[config.mk]
export PLATFORM = sky130hd
export DESIGN_NAME = restoring_divider
export DESIGN_NICKNAME = d
export VERILOG_FILES = /design/src/rtl/restoring_divider.sv
export SDC_FILE = /design/constraint.sdc
export NUM_CORES = 1
export LEC_CHECK = 0
export CAP_MARGIN = 5
export CELL_PAD_IN_SITES_DETAIL_PLACEMENT = 0
export CELL_PAD_IN_SITES_GLOBAL_PLACEMENT = 1
export CORE_MARGIN = 2
export CORE_UTILIZATION = 43
export CTS_CLUSTER_DIAMETER = 30
export DETAILED_ROUTE_END_ITERATION = 8
export GPL_TIMING_DRIVEN = 0
export PLACE_DENSITY_LB_ADDON = 0.1
export RECOVER_POWER = 50
export SLEW_MARGIN = 20
export SYNTH_ARGS = -nofsm -noshare
export SYNTH_HDL_FRONTEND = slang
export SYNTH_SLANG_ARGS = --single-unit
[constraint.sdc]
create_clock -name clk -period 3.78 [get_ports clk]
set_input_delay 0.756 -clock clk [delete_from_list [all_inputs] [get_ports clk]]
set_output_delay 0.756 -clock clk [all_outputs]
set_load 0.03 [all_outputs]
[src/rtl/restoring_divider.sv]
// restoring_divider: unsigned sequential restoring divider, one quotient
// bit per clock, fixed latency of WIDTH iterations (divisor 0 included).
//
// Ports:
//   clk          rising-edge clock
//   rst_n        asynchronous active-low reset
//   start        request, accepted when not busy (IDLE or DONE)
//   dividend     unsigned dividend, latched on an accepted start
//   divisor      unsigned divisor, latched on an accepted start
//   busy         high while iterating (CALC)
//   done         one-cycle pulse, results valid (DONE)
//   quotient     unsigned quotient (all ones for divide by zero)
//   remainder    unsigned remainder (dividend for divide by zero)
//   div_by_zero  accepted divisor was zero
module restoring_divider #(
   parameter int WIDTH = 8
) (
   input  logic             clk,
   input  logic             rst_n,
   input  logic             start,
   input  logic [WIDTH-1:0] dividend,
   input  logic [WIDTH-1:0] divisor,
   output logic             busy,
   output logic             done,
   output logic [WIDTH-1:0] quotient,
   output logic [WIDTH-1:0] remainder,
   output logic             div_by_zero
);

   localparam int CW = $clog2(WIDTH);
   localparam int NG = WIDTH / 4;

   localparam logic [1:0] IDLE = 2'd0;
   localparam logic [1:0] CALC = 2'd1;
   localparam logic [1:0] DONE = 2'd2;

   logic [1:0]       state;
   logic [CW-1:0]    cnt;
   logic [WIDTH-1:0] rem_q;
   logic [WIDTH-1:0] dvd_q;
   logic [WIDTH-1:0] dvs_q;

   logic [WIDTH:0]   shifted;
   logic [WIDTH-1:0] op_b;
   logic [WIDTH-1:0] gen;
   logic [WIDTH-1:0] prop;
   logic [WIDTH:0]   carry;
   logic [WIDTH-1:0] diff;
   logic             no_borrow;
   logic [WIDTH-1:0] rem_nx;
   logic [WIDTH-1:0] dvd_nx;
   logic             accept;
   logic             last;

   // {partial remainder, dividend} shifted left by one; the MSB of the
   // dividend register moves into the WIDTH+1-bit partial remainder.
   assign shifted = {rem_q, dvd_q[WIDTH-1]};

   // Trial subtraction: low WIDTH bits + ~divisor + 1.
   assign op_b     = ~dvs_q;
   assign gen      = shifted[WIDTH-1:0] & op_b;
   assign prop     = shifted[WIDTH-1:0] ^ op_b;
   assign carry[0] = 1'b1;

   // Lookahead inside each 4-bit group, group carries ripple.
   for (genvar g = 0; g < NG; g++) begin : g_cla
      localparam int B = 4 * g;
      logic       c0;
      logic [3:0] p;
      logic [3:0] k;

      assign c0 = carry[B];
      assign p  = prop[B +: 4];
      assign k  = gen[B +: 4];

      assign carry[B+1] = k[0]
                        | (p[0] & c0);
      assign carry[B+2] = k[1]
                        | (p[1] & k[0])
                        | (p[1] & p[0] & c0);
      assign carry[B+3] = k[2]
                        | (p[2] & k[1])
                        | (p[2] & p[1] & k[0])
                        | (p[2] & p[1] & p[0] & c0);
      assign carry[B+4] = k[3]
                        | (p[3] & k[2])
                        | (p[3] & p[2] & k[1])
                        | (p[3] & p[2] & p[1] & k[0])
                        | (p[3] & p[2] & p[1] & p[0] & c0);
   end

   assign diff = prop ^ carry[WIDTH-1:0];

   // The top partial-remainder bit meets an inverted-zero divisor bit
   // (i.e. 1), so its carry-out is shifted[WIDTH] | carry[WIDTH].
   // Borrow is the inverse of that carry-out.
   assign no_borrow = shifted[WIDTH] | carry[WIDTH];

   // On restore shifted[WIDTH] is 0, so the low bits hold the full value.
   assign rem_nx = no_borrow ? diff : shifted[WIDTH-1:0];
   assign dvd_nx = {dvd_q[WIDTH-2:0], no_borrow};

   assign accept = start && (state != CALC);
   assign last   = (cnt == CW'(WIDTH - 1));

   assign busy = (state == CALC);
   assign done = (state == DONE);

   always_ff @(posedge clk or negedge rst_n) begin
      if (!rst_n) begin
         state       <= IDLE;
         cnt         <= '0;
         rem_q       <= '0;
         dvd_q       <= '0;
         dvs_q       <= '0;
         quotient    <= '0;
         remainder   <= '0;
         div_by_zero <= 1'b0;
      end else begin
         unique case (state)
            IDLE, DONE: begin
               if (accept) begin
                  dvd_q       <= dividend;
                  dvs_q       <= divisor;
                  rem_q       <= '0;
                  cnt         <= '0;
                  div_by_zero <= 1'b0;
                  state       <= CALC;
               end else begin
                  state <= IDLE;
               end
            end
            CALC: begin
               rem_q <= rem_nx;
               dvd_q <= dvd_nx;
               cnt   <= cnt + CW'(1);
               if (last) begin
                  // A zero divisor never borrows: quotient fills with
                  // ones and the remainder collects the dividend.
                  quotient    <= dvd_nx;
                  remainder   <= rem_nx;
                  div_by_zero <= (dvs_q == '0);
                  state       <= DONE;
               end
            end
            default: begin
               state <= IDLE;
            end
         endcase
      end
   end

endmodule
==> results of run 1 <==
per-stage QoR:
stage	area [sq um]	power, uW	util (%)	hold WS, ns	setup WS [ns]
after global placement	2730	2720	53.5	0.459	0.648
final	2820	3060	55.3	0.472	0.389
after detailed placement	2750	2740	53.8	0.463	0.706
after global routing	2820	3350	55.3	0.512	0.240
after CTS	2860	3120	56.0	0.393	0.350
after floorplan	2270	2220	-	0.460	1.66
power by group:
| part | internal (uW) | switching, uW | leakage [uW] |
|---|---|---|---|
| Clock | 197 | 173 | 0.0000514 |
| Combinational | 757 | 1010 | 0.000631 |
| Sequential | 746 | 167 | 0.000554 |
| Total | 1700 | 1360 | 0.00124 |
cell type report:
cell class / count / area, sq um / share of cell area, %
flip-flops and latches: 46 / 1150 / 40.8
multi-input cells: 167 / 1020 / 36.0
repair buffers: 38 / 368 / 13.0
well taps: 70 / 87.6 / 3.10
clock buffers: 6 / 72.6 / 2.57
plain buffers: 10 / 45.0 / 1.60
inverters: 12 / 45.0 / 1.60
clock inverters: 2 / 37.5 / 1.33
layer usage:
layer,track usage (%),vias to the layer above,part of all wire [%]
met5,0,-,0
met3,3.88,6,3.5
met1,28.1,872,51
li1,-,915,-
met2,28.6,36,44
met4,6.18,0,1.3
worst reg2reg max path, cell delays in order, from the launching register on:
cell	delay [ns]
dfrtp_1	0.42
ha_1	0.23
or3_4	0.39
o221ai_1	0.40
a21oi_2	0.14
buf_6	0.16
or3_1	0.33
a32o_1	0.25
flip-flops by register name, summed over array words and instances, names as in the netlist:
name         count
cnt              3
div_by_zero      1
dvd_q            8
dvs_q            8
quotient         8
rem_q            8
remainder        8
state            2
kinds of logic (layout without fill, tap and decap cells):
family,Yosys count,in the layout,synth area share [%]
compound gates,63,63,19.6
xor+xnor,4,4,1.54
fa+ha+maj,12,12,6.93
buf+inv,22,68,3.96
flops,46,46,50.6
simple gates,88,88,17.4
cells in the mapped netlist (5+ instances only):
cell	instances
o21ai_0	25
ha_1	11
and2_1	6
nand2_1	55
nor2_1	6
a22oi_1	7
a31o_2	6
nand3_1	5
dfrtp_1	46
a32o_1	5
inv_1	11
clkbuf_1	7
how the worst min path moves through the flow:
stage,cells after the start,slack (ns),end
6_report,2,0.47,quotient[7]
5_1_grt,2,0.51,quotient[4]
4_1_cts,1,0.39,state[1]
3_5_place_dp,2,0.46,quotient[2]
3_3_place_gp,2,0.46,quotient[7]
2_1_floorplan,0,0.46,cnt[0]
==> metrics.md, run 1 <==
| Metric | Value |
|---|---|
| Slowest-stage cell, CP | `clkdlybuf4s50_1` |
| Flop2flop setup slack | `1.33 ns` |
| Crit path cell chain | `nand2b_1, inv_1, clkbuf_1, buf_1, clkdlybuf4s50_1` |
| CP top delay family | `buffers and inverters` |
| Grt total ovfl | `0` |
| Ratio of cells with drive above 1 in the final layout | `6.76%` |
| Hold-fix buffers, CTS | `0` |
| CP Capture Point | `busy` |
| Yosys top cell by area | `dfrtp_1` |
| CTS tree | `done` |
| Setup TNS | `0 ns` |
| Arr. time, crit path | `2.64 ns` |
| Core Rows | `26` |
| Pin count of the biggest net entering global routing | `30` |
| Ys async rst share | `100%` |
| Power Dens Cells | `1080 mW/mm^2` |
| Worst-Skew Late Latency | `0.31 ns` |
| Fin cells | `351` |
| Routability cong. | `0.801` |
| DRT iter0 DRCs | `57` |
| R2R depth | `7` |
| First-pass GRT wire length | `8.89 mm` |
| Routed wire per std cell | `14.4 um` |
| Core area | `0.00511 sq mm` |
| Critical Path Start Type | `flop` |
| R2r endpoint | `rem_q[5]` |
| Crit share post-route | `89.7%` |
| Die area | `0.00589 sq mm` |
| EDFF count, synth | `0` |
| Largest stage delay, worst path | `0.77 ns` |
| Root Driver | `clkbuf_8` |
| Vias per Instance | `5.21` |
| Clk sink count | `46` |
| Post-route DRC | `0` |
| Routed Antenna Nets | `0` |
| Worst clock skew | `0.00971 ns` |
| Initial Utilization | `44.5%` |
| GRT Util Overall | `19.2%` |
| Nets | `311` |
| Library cells used by synthesis | `37` |
| Crit Path Max Fanout | `10` |
| Synth-to-Final Area Change | `24.1%` |
| DP Cell Count | `343` |
| Period minus WS final | `3.39 ns` |
| Maximum buffer depth of the clock tree | `2` |
| Routed wire length | `5.07 mm` |
| Fill cells | `498` |
| Critical Path Source | `state[1]` |
| Worst hold-check path type | `reg -> reg` |
| Buffers on Ports | `37` |
| Leakage power | `0.00124 uW` |
| Die height | `76.7 um` |
| Vias | `1829` |
| Cts bufs inserted | `5` |
| Max_cap viols | `1` |
| Critical path depth | `5` |
| Post-synth top area share | `50.6%` |
| Highest clock rate | `295 MHz` |
| Seq cells post-synth | `46` |
| Drt pass-1 iters | `4` |
| Max VDD drop | `0.386 mV` |
| Final setup fails | `0` |
| Post-detail-place hpwl | `3.77 mm` |
| Reg2reg start | `rem_q[0]` |
| Post-synthesis sequential area ratio | `50.6%` |
| Post-CTS Resized | `0` |
| Worst slew pin tran | `1.55 ns` |
| Most common flop cell mapped by yosys | `dfrtp_1` |
| Initial antenna violation count | `0` |
| Post-Synthesis Net Count | `266` |
| Critical path buffer and inverter count | `4` |
| Failing checks | `max-capacitance violations, max-slew violations` |
| Worst Setup End Kind | `primary output` |
| Final Hold Fails | `0` |
| Post-Syn Area per Cell | `9.68 sq um` |
| Post-CTS Setup Bufs | `0` |
| Chip width | `76.7 um` |
| Ys Warns | `0` |
| Vias in the first global route | `1768` |
| CTS clock-pin slew for the worst setup and hold paths | `0.09 ns` |
| Commonest non-fill, non-tap cell in the layout | `nand2_1` |
| Worst path required time | `3.02 ns` |
| Setup Crit Path Kind | `reg -> out` |
| Synth top area cells | `dfrtp_1 (51%), nand2_1 (9.1%), ha_1 (6.1%), o21ai_0 (5.5%), a22oi_1 (2.3%)` |
| Most frequent cells in the layout | `nand2_1 (55), dfrtp_1 (46), clkdlybuf4s50_1 (31)` |
| Synthesized area | `0.00227 sq mm` |
| Diodes inserted | `0` |
| Rel. slew slack | `-3.22%` |
| I/O pin count | `38` |
| Mapped Cells | `235` |
| RSZ-0062 raised after global routing | `false` |
| Status | `finished with violations` |
| Worst hold start | `quotient[7]` |
| Final Max Slew Viols | `30` |
| H-tree depth | `2` |
(Power assumes the default switching activity.)
==> run 2: changes to the inputs <==
Settings changed: CORE_UTILIZATION 43 to 36.
Clock period 3.78 ns to 3.1 ns, I/O delays scaled along.
==> metrics.md, run 2 (synthesized netlist as in run 1, its figures left out) <==
| Metric | Value |
|---|---|
| Worst Setup End Kind | `primary output` |
| Post-route DRC | `0` |
| Routed wire per std cell | `14.5 um` |
| First-pass GRT wire length | `9.24 mm` |
| Rel. slew slack | `-9.32%` |
| Fin cells | `355` |
| R2R depth | `7` |
| Vias | `1802` |
| CP top delay family | `buffers and inverters` |
| Final setup fails | `0` |
| Crit Path Max Fanout | `12` |
| Nets | `310` |
| Setup Crit Path Kind | `reg -> out` |
| Worst slew pin tran | `1.64 ns` |
| Critical Path Start Type | `flop` |
| Die height | `83.5 um` |
| Routability cong. | `0.749` |
| Root Driver | `clkbuf_8` |
| Post-CTS Setup Bufs | `0` |
| NetSw | `1680 uW` |
| Routed wire length | `5.16 mm` |
| Arr. time, crit path | `2.28 ns` |
| Post-detail-place hpwl | `3.96 mm` |
| Chip width | `83.5 um` |
| Critical path buffer and inverter count | `3` |
| Max_cap viols | `1` |
| Sw Ratio | `45.6%` |
| Commonest non-fill, non-tap cell in the layout | `nand2_1` |
| Worst path required time | `2.48 ns` |
| Pint | `2010 uW` |
| Vias per Instance | `5.08` |
| Clk network pwr share | `10.3%` |
| Max VDD drop | `0.393 mV` |
| Synth-to-Final Area Change | `24.3%` |
| Worst clock skew | `0.0150 ns` |
| Buffers on Ports | `37` |
| Ratio of cells with drive above 1 in the final layout | `7.86%` |
| Gate power share | `59.7%` |
| Final Hold Fails | `0` |
| Placed Area | `0.00275 sq mm` |
| Vias in the first global route | `1858` |
| DP Cell Count | `348` |
| Post-route cell area | `0.00283 sq mm` |
| Cts bufs inserted | `5` |
| Failing checks | `max-capacitance violations, max-slew violations` |
| Pin count of the biggest net entering global routing | `31` |
| Die area | `0.00697 sq mm` |
| H-tree depth | `2` |
| Core area | `0.00603 sq mm` |
| Highest clock rate | `345 MHz` |
| I/O pin count | `38` |
| Crit path cell chain | `nand2b_1, inv_1, buf_2, clkdlybuf4s50_1` |
| GRT Util Overall | `16.5%` |
| Clk sink count | `46` |
| Largest stage delay, worst path | `0.71 ns` |
| Fin Hold WS | `0.425 ns` |
| Diodes inserted | `0` |
| Crit share post-route | `93.5%` |
| Leakage power | `0.00123 uW` |
| Most frequent cells in the layout | `nand2_1 (55), dfrtp_1 (46), clkdlybuf4s50_1 (30)` |
| Routed Antenna Nets | `0` |
| Final Max Slew Viols | `31` |
| Slowest-stage cell, CP | `clkdlybuf4s50_1` |
| Critical path depth | `4` |
| Status | `finished with violations` |
| Period minus WS final | `2.90 ns` |
| Core Rows | `28` |
| Initial Utilization | `37.7%` |
| CTS clock-pin slew for the worst setup and hold paths | `0.10 ns` |
| Initial antenna violation count | `0` |
| Maximum buffer depth of the clock tree | `2` |
| DRT iter0 DRCs | `79` |
| RSZ-0062 raised after global routing | `false` |
| Finished Core Util | `46.9%` |
| Worst-Skew Late Latency | `0.30 ns` |
| Power Dens Cells | `1310 mW/mm^2` |
| Worst hold-check path type | `in -> async` |
| CTS tree | `done` |
| Reg power frac | `30.0%` |
| Grt total ovfl | `0` |
| Drt pass-1 iters | `4` |
-- run 2: cell count changes in the layout (fill, tap and decap cells not counted), sizes merged --
cell | previous run | this run
inv | 11 | 12
clkdlybuf4s50 | 31 | 30
clkbuf | 16 | 13
dlygate4sd3 | 5 | 6
buf | 2 | 3
bufinv | 1 | 0
clkinvlp | 1 | 2
-- run 2: layer usage --
metal  up-vias  routed length (um)  GRT usage [%]
li1        909                   -              -
met3         6                 190           3.17
met4         0                  49           3.52
met5         -                   0              0
met1       847                2680           24.3
met2        40                2240           25.5
-- run 2: path summary, 6_finish.rpt --
kind	startpoint	endpoint	slack, ns
worst min-delay path	rst_n	rem_q[7]	0.42
worst max register to register	state[1]	div_by_zero	0.78
worst min register to register	quotient[5]	quotient[5]	0.48
worst max-delay path	state[1]	busy	0.20
min in group clk	quotient[5]	quotient[5]	0.48
max in group asynchronous	rst_n	rem_q[2]	0.66
-- run 2: power by group through the flow --
stage | clock network (uW) | logic (uW) | registers [uW]
after detailed placement | 0 | 2240 | 1130
after floorplan | 0 | 1410 | 1290
final | 380 | 2200 | 1110
after global routing | 419 | 2510 | 1160
after CTS | 391 | 2240 | 1110
after global placement | 0 | 2240 | 1130
-- run 2: layout make-up --
type	count	area (sq um)
well taps	75	93.8
flip-flops and latches	46	1150
fillers	602	3200
plain buffers	9	42.5
clock buffers	5	68.8
multi-input cells	167	1030
clock inverters	3	23.8
inverters	12	45.0
repair buffers	38	368
-- run 2: metrics by stage --
step	TNS, ns	total power (uW)	setup slack [ns]
after floorplan	0	2700	0.991
after global placement	-0.203	3360	-0.00754
after detailed placement	0	3360	0.141
after CTS	0	3750	0.176
after global routing	0	4090	0.0470
final	0	3690	0.201
-- run 2: repair_timing --
action	4_1_cts	5_1_grt
gates resized for setup	1	0
endpoints found under the setup margin	1	0
hold buffers	0	0
endpoints found under the hold margin	0	0
==> edit, RTL diff (settings of run 2) <==
Add an input register stage for `start`, `dividend` and `divisor`, without a reset; this delays them by one clock. Comments in the files are not updated.
--- a/src/rtl/restoring_divider.sv
+++ b/src/rtl/restoring_divider.sv
@@ -34,4 +34,14 @@
    localparam logic [1:0] CALC = 2'd1;
    localparam logic [1:0] DONE = 2'd2;
+
+   logic start_q;
+   logic [WIDTH-1:0] dividend_q;
+   logic [WIDTH-1:0] divisor_q;
+
+   always_ff @(posedge clk) begin
+      start_q    <= start;
+      dividend_q <= dividend;
+      divisor_q  <= divisor;
+   end
 
    logic [1:0]       state;
@@ -101,5 +111,5 @@
    assign dvd_nx = {dvd_q[WIDTH-2:0], no_borrow};
 
-   assign accept = start && (state != CALC);
+   assign accept = start_q && (state != CALC);
    assign last   = (cnt == CW'(WIDTH - 1));
 
@@ -121,6 +131,6 @@
             IDLE, DONE: begin
                if (accept) begin
-                  dvd_q       <= dividend;
-                  dvs_q       <= divisor;
+                  dvd_q       <= dividend_q;
+                  dvs_q       <= divisor_q;
                   rem_q       <= '0;
                   cnt         <= '0;
Behaviour: not the same (Yosys sat finds a counterexample within 4 cycles, from zero or initial values and one cycle with rst_n low).
==> edit against run 2 <==
The run still ends with capacitance limit, slew limit left. Via count shrank 2.9%. Synthesized cell count shrank 3.0%. Total power grew 8.3%. Setup slack gained 0.017 ns. Non-clock buffer count shrank 1. Wire length shrank 4.0%. Final area grew 14%. Area after synthesis grew 13%. Sequential cell count grew 17. Highest routed layer unchanged.
==> edit: results (changes against run 2) <==
* Post-synthesis xor/xnor area fraction at 1.36% (was 1.54%)
* P_clk at 0.598 mW (was 0.380 mW)
* Post-route cell area at 3230 um^2 (was 2830 um^2)
* Met1 WL at 2550 um (was 2680 um)
* Post-synth cell types at 41 (was 37)
* Signal buf overhead at 12.4% (was 14.5%)
* Count of non-CTS buffers in the layout at 46 (was 47)
* VDD IR-drop max at 0.360 mV (was 0.393 mV)
* # Max-Cap Violations at 1 (unchanged)
* Failing checks: capacitance limit, slew limit (unchanged)
* HPWL Detailed at 3620 um (was 3960 um)
* Compound-gate portion of the synthesized area at 15.4% (was 19.6%)
* Largest stage delay on the critical path at 0.78 ns (was 0.71 ns)
* Status: finished with violations (unchanged)
* Clk cell area share at 5.11% (was 3.28%)
* Headroom to the max-slew limit at -6.27% (was -9.32%)
* Leak at 1.40 nW (was 1.23 nW)
* Gp weighted congestion at 0.727 (was 0.749)
* Met2 wire len at 2110 um (was 2240 um)
* Sw Share at 42.3% (was 45.6%)
* Register area share after synthesis at 57.8% (was 50.6%)
* CLK BUF at 10 (was 5)
* Mux cell area share after synthesis at 6.16% (was 0%)
* Yosys reg bits at 63 (was 46)
* Tap Cells at 96 (was 75)
* Max Slew Vio Count at 31 (unchanged)
* Asr flop ratio synth at 73.0% (was 100%)
* Fraction of area in registers at 46.1% (was 40.7%)
* GR Util met1 at 20.5% (was 24.3%)
* Final layout net count at 308 (was 310)
* Synth cell count leaders: 46 x dfrtp_1, 38 x nand2_1, 17 x dfxtp_1 (was 55 x nand2_1, 46 x dfrtp_1, 25 x o21ai_0)
* Syn Nets at 259 (was 266)
* Clk slew on worst S/H paths at 0.07 ns (was 0.10 ns)
* Synth Area in Adders at 6.11% (was 6.93%)
* GRT Total Usage at 14.6% (was 16.5%)
* H-tree depth at 3 (was 2)
* Total Wirelength at 4950 um (was 5160 um)
* Arrival time worst endpoint at 2.26 ns (was 2.28 ns)
* Clock Skews at 0.00799 ns (was 0.0150 ns)
==> edit: cell types whose count changed in the layout (fill, tap and decap cells not counted), moves of 5 or more <==
cell,run 2,this run
dfxtp_1,0,17
dlygate4sd3_1,6,17
mux2i_1,0,5
and2_1,6,1
a32o_1,5,0
o21ai_1,0,10
mux2_2,0,5
nand2_1,55,38
clkdlybuf4s50_1,30,19
o21ai_0,25,14
a31o_2,6,0
==> edit: path summary, 6_finish.rpt <==
| kind | cells past startpoint | end | startpoint | slack [ns] |
|---|---|---|---|---|
| min in group clk | 2 | dvs_q[7] | divisor_q[7] | 0.44 |
| worst min-delay path | 1 | dvd_q[4] | rst_n | 0.39 |
| max in group asynchronous | 2 | rem_q[4] | rst_n | 0.73 |
| worst max-delay path | 4 | busy | state[1] | 0.22 |
| worst min register to register | 2 | dvs_q[7] | divisor_q[7] | 0.44 |
| worst max register to register | 6 | rem_q[4] | rem_q[2] | 0.89 |
